## src/rtl/evaluate_castling_seq_pkg.sv

```systemverilog
// evaluate_castling_seq_pkg: shared piece codes, board geometry, castling bit indices and square constants
// Squares are numbered rank*8+file with a1=0 and h8=63. Each square holds a PIECE_WIDTH-bit piece code.
package evaluate_castling_seq_pkg;
    localparam int PIECE_WIDTH = 4;
    localparam int BOARD_WIDTH = 64 * PIECE_WIDTH;
    // Bit 3 of a piece code marks a black piece.
    typedef enum logic [3:0] {
        EMPTY    = 4'h0,
        W_PAWN   = 4'h1,
        W_KNIGHT = 4'h2,
        W_BISHOP = 4'h3,
        W_ROOK   = 4'h4,
        W_QUEEN  = 4'h5,
        W_KING   = 4'h6,
        B_PAWN   = 4'h9,
        B_KNIGHT = 4'ha,
        B_BISHOP = 4'hb,
        B_ROOK   = 4'hc,
        B_QUEEN  = 4'hd,
        B_KING   = 4'he
    } piece_t;
    localparam int CASTLE_WS = 0;
    localparam int CASTLE_WL = 1;
    localparam int CASTLE_BS = 2;
    localparam int CASTLE_BL = 3;
    // King squares after castling, and rook home squares, per side.
    localparam int W_KING_SHORT_SQ = 6;
    localparam int W_KING_LONG_SQ  = 2;
    localparam int W_ROOK_SHORT_SQ = 7;
    localparam int W_ROOK_LONG_SQ  = 0;
    localparam int B_KING_SHORT_SQ = 62;
    localparam int B_KING_LONG_SQ  = 58;
    localparam int B_ROOK_SHORT_SQ = 63;
    localparam int B_ROOK_LONG_SQ  = 56;
    typedef enum logic [1:0] {IDLE, SCAN, MUL, OUT} state_t;
    function automatic logic [PIECE_WIDTH-1:0] piece_at(input logic [BOARD_WIDTH-1:0] b, input int sq);
        return b[sq*PIECE_WIDTH +: PIECE_WIDTH];
    endfunction
endpackage

```

## src/rtl/evaluate_castling_seq_if.sv

```systemverilog
// evaluate_castling_seq_if: board input and eval output handshakes of the castling evaluator
// master: producer/consumer side (drives board_valid, board, masks, eval_ready)
// slave:  evaluator side (drives board_ready, eval_valid and the three eval terms)
interface evaluate_castling_seq_if #(parameter int EVAL_WIDTH = 32);
    import evaluate_castling_seq_pkg::*;
    logic                         board_valid;
    logic                         board_ready;
    logic [BOARD_WIDTH-1:0]       board;
    logic [3:0]                   castle_mask;
    logic [3:0]                   castle_mask_orig;
    logic                         eval_ready;
    logic                         eval_valid;
    logic signed [EVAL_WIDTH-1:0] eval_mg_white;
    logic signed [EVAL_WIDTH-1:0] eval_mg_black;
    logic signed [EVAL_WIDTH-1:0] eval_mg;
    modport master (
        output board_valid, board, castle_mask, castle_mask_orig, eval_ready,
        input  board_ready, eval_valid, eval_mg_white, eval_mg_black, eval_mg
    );
    modport slave (
        input  board_valid, board, castle_mask, castle_mask_orig, eval_ready,
        output board_ready, eval_valid, eval_mg_white, eval_mg_black, eval_mg
    );
endinterface

```

## src/rtl/evaluate_castling_seq_castle_side_penalty.sv

```systemverilog
// castle_side_penalty: combinational lost-castling-right penalty for one side (result <= 0)
// board            : latched board, 64 squares x PIECE_WIDTH
// castle_mask      : rights after the move
// castle_mask_orig : rights at root
// pen              : signed penalty, 0, -PEN_ROOK_LOST or -PEN_KING_LOST
module castle_side_penalty
    import evaluate_castling_seq_pkg::*;
#(
    parameter bit WHITE_SIDE    = 1'b1,
    parameter int EVAL_WIDTH    = 32,
    parameter int PEN_ROOK_LOST = 10,
    parameter int PEN_KING_LOST = 20
) (
    input  logic [BOARD_WIDTH-1:0]       board,
    input  logic [3:0]                   castle_mask,
    input  logic [3:0]                   castle_mask_orig,
    output logic signed [EVAL_WIDTH-1:0] pen
);
    localparam int SHORT_BIT = WHITE_SIDE ? CASTLE_WS : CASTLE_BS;
    localparam int LONG_BIT  = WHITE_SIDE ? CASTLE_WL : CASTLE_BL;
    localparam int K_SHORT   = WHITE_SIDE ? W_KING_SHORT_SQ : B_KING_SHORT_SQ;
    localparam int K_LONG    = WHITE_SIDE ? W_KING_LONG_SQ : B_KING_LONG_SQ;
    localparam int R_SHORT   = WHITE_SIDE ? W_ROOK_SHORT_SQ : B_ROOK_SHORT_SQ;
    localparam int R_LONG    = WHITE_SIDE ? W_ROOK_LONG_SQ : B_ROOK_LONG_SQ;
    localparam logic [3:0] KING = WHITE_SIDE ? W_KING : B_KING;
    localparam logic [3:0] ROOK = WHITE_SIDE ? W_ROOK : B_ROOK;
    localparam logic signed [EVAL_WIDTH-1:0] NEG_ROOK = EVAL_WIDTH'(-PEN_ROOK_LOST);
    localparam logic signed [EVAL_WIDTH-1:0] NEG_KING = EVAL_WIDTH'(-PEN_KING_LOST);
    logic short_lost, long_lost;
    logic signed [EVAL_WIDTH-1:0] short_pen, long_pen;
    // Only four squares and two rights of one side are consulted; the rest is tied off here.
    logic unused_inputs;
    assign unused_inputs = ^{board, castle_mask, castle_mask_orig};
    always_comb begin
        short_lost = castle_mask_orig[SHORT_BIT] & ~castle_mask[SHORT_BIT];
        long_lost  = castle_mask_orig[LONG_BIT] & ~castle_mask[LONG_BIT];
        short_pen  = piece_at(board, K_SHORT) == KING ? NEG_ROOK :
                     piece_at(board, R_SHORT) == ROOK ? NEG_KING : '0;
        long_pen   = piece_at(board, K_LONG) == KING ? NEG_ROOK :
                     piece_at(board, R_LONG) == ROOK ? NEG_KING : '0;
        // A lost short right decides the result even when it yields 0.
        pen        = short_lost ? short_pen : long_lost ? long_pen : '0;
    end
endmodule

```

## src/rtl/evaluate_castling_seq.sv

```systemverilog
// evaluate_castling_seq: handshaked multi-cycle castling evaluator scoring both colours from one board
// clk, reset : clock and asynchronous active-high reset
// bus        : slave side of evaluate_castling_seq_if (board in with ready/valid, eval terms out with ready/valid)
module evaluate_castling_seq
    import evaluate_castling_seq_pkg::*;
#(
    parameter int EVAL_WIDTH    = 32,
    parameter int SCAN_LANES    = 16,
    parameter int PEN_ROOK_LOST = 10,
    parameter int PEN_KING_LOST = 20,
    parameter int MULT_Q0       = 1,
    parameter int MULT_Q1       = 3,
    parameter int MULT_Q2       = 4
) (
    input logic                     clk,
    input logic                     reset,
    evaluate_castling_seq_if.slave  bus
);
    localparam int N_CHUNKS  = 64 / SCAN_LANES;
    localparam int CW        = N_CHUNKS > 1 ? $clog2(N_CHUNKS) : 1;
    localparam int LANE_BITS = SCAN_LANES * PIECE_WIDTH;
    localparam logic signed [EVAL_WIDTH-1:0] M0 = EVAL_WIDTH'(MULT_Q0);
    localparam logic signed [EVAL_WIDTH-1:0] M1 = EVAL_WIDTH'(MULT_Q1);
    localparam logic signed [EVAL_WIDTH-1:0] M2 = EVAL_WIDTH'(MULT_Q2);

    if (EVAL_WIDTH < 12 || !(SCAN_LANES == 8 || SCAN_LANES == 16 || SCAN_LANES == 32 || SCAN_LANES == 64)) begin : g_bad_param
        $error("evaluate_castling_seq: EVAL_WIDTH must be >= 12 and SCAN_LANES one of 8/16/32/64");
    end

    state_t                       state, state_n;
    logic [CW-1:0]                cnt;
    logic [1:0]                   qw, qb, qw_n, qb_n;
    logic [BOARD_WIDTH-1:0]       board_q;
    logic [3:0]                   mask_q, orig_q;
    logic                         board_ready_q, accept, last;
    logic [LANE_BITS-1:0]         chunk;
    logic [7:0]                   nw, nb;
    logic signed [EVAL_WIDTH-1:0] pen_w, pen_b, pen_w_q, pen_b_q;
    logic signed [EVAL_WIDTH-1:0] mw, mb, term_w, term_b;
    logic signed [EVAL_WIDTH-1:0] mgw_q, mgb_q, mg_q;

    castle_side_penalty #(
        .WHITE_SIDE(1'b1), .EVAL_WIDTH(EVAL_WIDTH),
        .PEN_ROOK_LOST(PEN_ROOK_LOST), .PEN_KING_LOST(PEN_KING_LOST)
    ) u_white (
        .board(board_q), .castle_mask(mask_q), .castle_mask_orig(orig_q), .pen(pen_w)
    );

    castle_side_penalty #(
        .WHITE_SIDE(1'b0), .EVAL_WIDTH(EVAL_WIDTH),
        .PEN_ROOK_LOST(PEN_ROOK_LOST), .PEN_KING_LOST(PEN_KING_LOST)
    ) u_black (
        .board(board_q), .castle_mask(mask_q), .castle_mask_orig(orig_q), .pen(pen_b)
    );

    // Queen census of the current chunk, folded into 2-bit counters that stick at 3.
    always_comb begin
        chunk = LANE_BITS'(board_q >> (LANE_BITS * int'(cnt)));
        nw    = '0;
        nb    = '0;
        for (int i = 0; i < SCAN_LANES; i++) begin
            nw = nw + 8'(chunk[i*PIECE_WIDTH +: PIECE_WIDTH] == W_QUEEN);
            nb = nb + 8'(chunk[i*PIECE_WIDTH +: PIECE_WIDTH] == B_QUEEN);
        end
        qw_n  = 8'(qw) + nw > 8'd3 ? 2'd3 : qw + nw[1:0];
        qb_n  = 8'(qb) + nb > 8'd3 ? 2'd3 : qb + nb[1:0];
    end

    always_comb begin
        accept  = bus.board_valid && board_ready_q;
        last    = cnt == CW'(N_CHUNKS - 1);
        state_n = state == IDLE ? (accept ? SCAN : IDLE) :
                  state == SCAN ? (last ? MUL : SCAN) :
                  state == MUL  ? OUT :
                  (bus.eval_ready ? IDLE : OUT);
        // Each side is scaled by the opponent's queen count.
        mw      = qb == 2'd0 ? M0 : qb == 2'd1 ? M1 : M2;
        mb      = qw == 2'd0 ? M0 : qw == 2'd1 ? M1 : M2;
        term_w  = pen_w_q * mw;
        term_b  = pen_b_q * mb;
    end

    always_ff @(posedge clk or posedge reset) begin
        if (reset) begin
            state         <= IDLE;
            board_ready_q <= 1'b0;
            cnt           <= '0;
            qw            <= '0;
            qb            <= '0;
            board_q       <= '0;
            mask_q        <= '0;
            orig_q        <= '0;
            pen_w_q       <= '0;
            pen_b_q       <= '0;
            mgw_q         <= '0;
            mgb_q         <= '0;
            mg_q          <= '0;
        end else begin
            state         <= state_n;
            board_ready_q <= state_n == IDLE;
            if (accept) begin
                board_q <= bus.board;
                mask_q  <= bus.castle_mask;
                orig_q  <= bus.castle_mask_orig;
                cnt     <= '0;
                qw      <= '0;
                qb      <= '0;
            end
            if (state == SCAN) begin
                cnt <= cnt + CW'(1);
                qw  <= qw_n;
                qb  <= qb_n;
                if (cnt == '0) begin
                    pen_w_q <= pen_w;
                    pen_b_q <= pen_b;
                end
            end
            // Black term is reported white-relative, hence the negation.
            if (state == MUL) begin
                mgw_q <= term_w;
                mgb_q <= -term_b;
                mg_q  <= term_w - term_b;
            end
        end
    end

    assign bus.board_ready   = board_ready_q;
    assign bus.eval_valid    = state == OUT;
    assign bus.eval_mg_white = mgw_q;
    assign bus.eval_mg_black = mgb_q;
    assign bus.eval_mg       = mg_q;
endmodule

```

## src/flat_wrapper.sv

```systemverilog
// flat-port wrapper written by rule: the top's interface ports become plain ports
module evaluate_castling_seq_flat import evaluate_castling_seq_pkg::*;
#(
    parameter int EVAL_WIDTH    = 32,
    parameter int SCAN_LANES    = 16,
    parameter int PEN_ROOK_LOST = 10,
    parameter int PEN_KING_LOST = 20,
    parameter int MULT_Q0       = 1,
    parameter int MULT_Q1       = 3,
    parameter int MULT_Q2       = 4
)
  (clk, reset, bus_board_valid, bus_board, bus_castle_mask, bus_castle_mask_orig, bus_eval_ready, bus_board_ready, bus_eval_valid, bus_eval_mg_white, bus_eval_mg_black, bus_eval_mg);
  evaluate_castling_seq_if #(.EVAL_WIDTH(EVAL_WIDTH)) bus_i ();
  input logic clk;
  input logic reset;
  input wire logic [$bits(bus_i.board_valid)-1:0] bus_board_valid;
  input wire logic [$bits(bus_i.board)-1:0] bus_board;
  input wire logic [$bits(bus_i.castle_mask)-1:0] bus_castle_mask;
  input wire logic [$bits(bus_i.castle_mask_orig)-1:0] bus_castle_mask_orig;
  input wire logic [$bits(bus_i.eval_ready)-1:0] bus_eval_ready;
  output wire logic [$bits(bus_i.board_ready)-1:0] bus_board_ready;
  output wire logic [$bits(bus_i.eval_valid)-1:0] bus_eval_valid;
  output wire logic [$bits(bus_i.eval_mg_white)-1:0] bus_eval_mg_white;
  output wire logic [$bits(bus_i.eval_mg_black)-1:0] bus_eval_mg_black;
  output wire logic [$bits(bus_i.eval_mg)-1:0] bus_eval_mg;
  assign bus_i.board_valid = bus_board_valid;
  assign bus_i.board = bus_board;
  assign bus_i.castle_mask = bus_castle_mask;
  assign bus_i.castle_mask_orig = bus_castle_mask_orig;
  assign bus_i.eval_ready = bus_eval_ready;
  assign bus_board_ready = bus_i.board_ready;
  assign bus_eval_valid = bus_i.eval_valid;
  assign bus_eval_mg_white = bus_i.eval_mg_white;
  assign bus_eval_mg_black = bus_i.eval_mg_black;
  assign bus_eval_mg = bus_i.eval_mg;
  evaluate_castling_seq #(.EVAL_WIDTH(EVAL_WIDTH), .SCAN_LANES(SCAN_LANES), .PEN_ROOK_LOST(PEN_ROOK_LOST), .PEN_KING_LOST(PEN_KING_LOST), .MULT_Q0(MULT_Q0), .MULT_Q1(MULT_Q1), .MULT_Q2(MULT_Q2)) u_core (.clk(clk), .reset(reset), .bus(bus_i));
endmodule
```

## config.mk

```make
export PLATFORM = sky130hd
export DESIGN_NAME = evaluate_castling_seq_flat
export DESIGN_NICKNAME = d
export VERILOG_FILES = /design/src/rtl/evaluate_castling_seq_pkg.sv /design/src/rtl/evaluate_castling_seq_if.sv /design/src/rtl/evaluate_castling_seq_castle_side_penalty.sv /design/src/rtl/evaluate_castling_seq.sv /design/src/flat_wrapper.sv
export SDC_FILE = /design/constraint.sdc
export NUM_CORES = 1
export LEC_CHECK = 0
export ABC_CLOCK_PERIOD_IN_PS = 12300
export BUFFER_PORTS_ARGS = -buffer_cell sky130_fd_sc_hd__buf_2
export CAP_MARGIN = 20
export CORE_MARGIN = 2
export CORE_UTILIZATION = 45
export DETAILED_ROUTE_END_ITERATION = 7
export MAX_ROUTING_LAYER = met4
export PLACE_DENSITY = 0.79
export SETUP_SLACK_MARGIN = 0.1
export SYNTH_ARGS = -nofsm -noshare
export SYNTH_HDL_FRONTEND = slang
export SYNTH_SLANG_ARGS = --single-unit
export TNS_END_PERCENT = 10
```

## constraint.sdc

```tcl
create_clock -name clk -period 12.3 [get_ports clk]
set_clock_uncertainty 0.1 [all_clocks]
set_input_delay 1.845 -clock clk [delete_from_list [all_inputs] [get_ports clk]]
set_output_delay 1.845 -clock clk [all_outputs]
set_load 0.05 [all_outputs]
```

==> impl_metrics.json <==
{
  "drtIter0Drc": 986,
  "grt-ovfl-total": 0,
  "fin_nets": 2490,
  "top_usage_layer": "met2",
  "min_path_cells": 2,
  "path_class": "flip-flop to flip-flop",
  "rsz0062_at_grt": "no",
  "via_per_inst": 5.37,
  "clk_latency_ns": 0.58,
  "synth_ff_type": "dfrtp_1",
  "cp-start-kind": "flip-flop",
  "dieHeight_um": 214,
  "cts_resized": 0,
  "postCtsSetupRepairBufs": 0,
  "place_congestion": 0.922,
  "finalSetupViolCount": 0,
  "r2r_end": "u_core.qw[0]",
  "num_vias": 14800,
  "final_max_slew_viol_count": 0,
  "htreeDepth": 2,
  "ff2ff_path_depth": 20,
  "track_usage_pct": 23.9,
  "drcViolationCount": 0,
  "area_growth_pct": 19.9,
  "syn_inst": 1752,
  "cts_tree": "yes",
  "cp.required_ns": 12.66,
  "syn_avg_cell_area_um2": 11.3,
  "dp_hpwl_um": 40200,
  "synth_warnings": 0,
  "root_buffer": "clkbuf_16",
  "postRouteAntennaNets": 0,
  "routed_wl_um": 53200,
  "grt_max_degree": 157,
  "core_um2": 43400,
  "synth.area.top_cells": "dfrtp_1 46%, mux2_2 15%, ha_1 6.4%",
  "hold_viol": 0,
  "pre_cts_ws_ns": 5.16,
  "worstSetupEndpoint": "u_core.qw[0]",
  "globalRouteMet1Util_pct": 27.9,
  "ys_seq_elements": 369,
  "synthArstFlopShare_pct": 100,
  "synth-edff-count": 0,
  "max_cap_viol_count": 0,
  "drtPass1Iterations": 5,
  "synth-seq-area-share_pct": 46.5,
  "worstPathArrival_ns": 7.59,
  "grt_antenna_before_repair": 40,
  "min_period_ns": 7.24,
  "syn_area_um2": 19900,
  "reg2reg_from": "u_core.cnt[1]",
  "die_area_um2": 45900,
  "start_util_pct": 45.8,
  "finalCritPeriodShare_pct": 58.8,
  "drive_above_1_share_pct": 35.1,
  "grt_use_met3_pct": 7.12,
  "io_pins": 366,
  "fillers": 3699,
  "placed_area_um2": 22200,
  "ys_types": 71,
  "fp.dieW_um": 214,
  "worstSetupStartpoint": "u_core.cnt[1]",
  "worst_pin_slew_ns": 1.02,
  "finalInstanceArea_um2": 23800,
  "clk_transition_reported_paths_ns": 0.06,
  "status": "finished clean",
  "r2r_slack_ns": 5.06,
  "cts_buffers": 41,
  "cts-hold-fix-buffers": 0,
  "min_path_type": "flip-flop to flip-flop",
  "cts_sinks": 369,
  "crit_path_max_fanout": 75,
  "wire_per_inst_um": 19.4,
  "grt_pass1_wl_um": 84400,
  "io_buffers": 362,
  "clockBufferDepth": 3,
  "relSlewSlack_pct": 32.2,
  "max_freq_ghz": 0.138,
  "setup_ws_ns": 5.06,
  "fin_tns_setup_ns": 0,
  "endpoint_kind": "flip-flop",
  "rows": 76,
  "yosysTopAreaCell": "dfrtp_1",
  "grt_use_met2_pct": 39.1,
  "synth_top_area_share_pct": 46.5,
  "grt_pass1_vias": 15600
}
area by class of cell:
class                   count  area, um2  area share, %
multi-input cells        1205       9960           41.8
flip-flops and latches    369       9240           38.8
repair buffers            372       1940           8.14
clock buffers              55       1200           5.03
well taps                 585        732           3.07
inverters                  99        379           1.59
clock inverters            20        283           1.19
diodes                     42        105          0.441
logic make-up (layout without fill, tap and decap cells):
logic type               after synthesis  after routing  share of synthesized area (%)
flip-flops                           369            369                           46.5
multiplexers                         274            274                           16.5
adder cells (fa/ha/maj)              134            134                           9.65
AND/OR/NAND/NOR                      449            449                           11.6
buffers and inverters                180            546                           3.53
AO/OA/AOI/OAI                        280            280                           9.31
XOR/XNOR                              65             65                           2.96
other                                  1             45                         0.0189
worst max-delay path, stage by stage, from the launching register on:
cell       delay (ns)
dfrtp_4          1.04
clkinv_1         0.53
nand4_1          0.20
a31oi_1          0.11
nor2b_1          0.19
ha_1             0.27
inv_1            0.06
fa_1             0.54
inv_1            0.06
fa_1             0.51
fa_1             0.54
inv_1            0.05
fa_1             0.50
fa_1             0.47
fa_1             0.50
inv_1            0.07
fa_1             0.44
o311ai_0         0.45
o2111ai_1        0.22
nor2_1           0.13
nor2_1           0.05
cells in the mapped netlist (3+ instances only):
cell type / n
nor3_1: 20
xor2_1: 19
nand3b_1: 12
o21bai_1: 4
clkbuf_1: 68
nor3b_1: 4
o311a_1: 10
a21oi_1: 54
nand4b_1: 17
o2111ai_1: 4
dfrtp_1: 369
nand2_1: 194
a41oi_1: 3
mux2_2: 257
mux4_2: 17
a21o_1: 21
nand3_1: 13
o2111a_1: 3
nand2b_1: 18
o31ai_1: 13
or2_2: 7
a21bo_2: 3
a31oi_1: 13
a211oi_1: 4
ha_1: 102
and4b_1: 15
xnor2_1: 45
nand4_1: 13
and3_1: 3
buf_1: 5
buf_4: 6
and2_1: 21
o21a_1: 8
nor2b_1: 17
nor4bb_1: 16
o211ai_1: 20
o21ai_0: 94
o311ai_0: 5
fa_1: 32
nor2_1: 70
a221oi_1: 3
inv_1: 96
cell usage in the layout, fill, tap and decap left out, types with 21 or more instances in the layout:
master	Yosys	routed
nor2_1	70	70
inv_1	96	95
buf_2	2	362
xnor2_1	45	45
dfrtp_1	369	367
ha_1	102	102
nand2_1	194	194
diode_2	0	42
mux2_2	257	257
clkbuf_16	0	41
a21o_1	21	21
fa_1	32	32
a21oi_1	54	54
o21ai_0	94	94
how the worst min path moves through the flow:
| stage | start | endpoint | slack (ns) |
|---|---|---|---|
| final | u_core.bus.eval_mg_white[9] | u_core.bus.eval_mg_white[9] | 0.37 |
| after floorplan | u_core.pen_b_q[3] | u_core.pen_b_q[3] | 0.36 |
| after detailed placement | u_core.bus.eval_mg_white[9] | u_core.bus.eval_mg_white[9] | 0.36 |
| after global placement | u_core.bus.eval_mg_black[28] | u_core.bus.eval_mg_black[28] | 0.35 |
| after global routing | u_core.bus.eval_mg_white[13] | u_core.bus.eval_mg_white[13] | 0.39 |
| after CTS | u_core.bus.eval_mg_black[28] | u_core.bus.eval_mg_black[28] | 0.37 |
metrics by stage:
stage | utilization (%) | hold WS, ns | std cells
floorplan | - | 0.356 | 1754
global placement | 51.2 | 0.349 | 2628
detailed placement | 51.2 | 0.360 | 2628
CTS | 54.6 | 0.373 | 2703
global route | 55.0 | 0.391 | 2746
finish | 55.0 | 0.368 | 2747
routing by layer:
metal	vias to the layer above	wire, um
li1	6932	-
met1	7265	21500
met2	458	25600
met3	102	4320
met4	0	1840
met5	-	0
sequential cells by signal, indices dropped and copies added (netlist names):
signal and flops:
u_core.pen_b_q 3, u_core.qw 2, u_core.state 2, u_core.bus.board_ready 1, u_core.bus.eval_mg 31, u_core.qb 2
u_core.mask_q 4, u_core.orig_q 4, u_core.board_q 256, u_core.bus.eval_mg_white 28, u_core.bus.eval_mg_black 31, u_core.pen_w_q 3
u_core.cnt 2
Power is not shown: default switching activity piles up to over one toggle a cycle in this logic, so the estimate is an artifact.
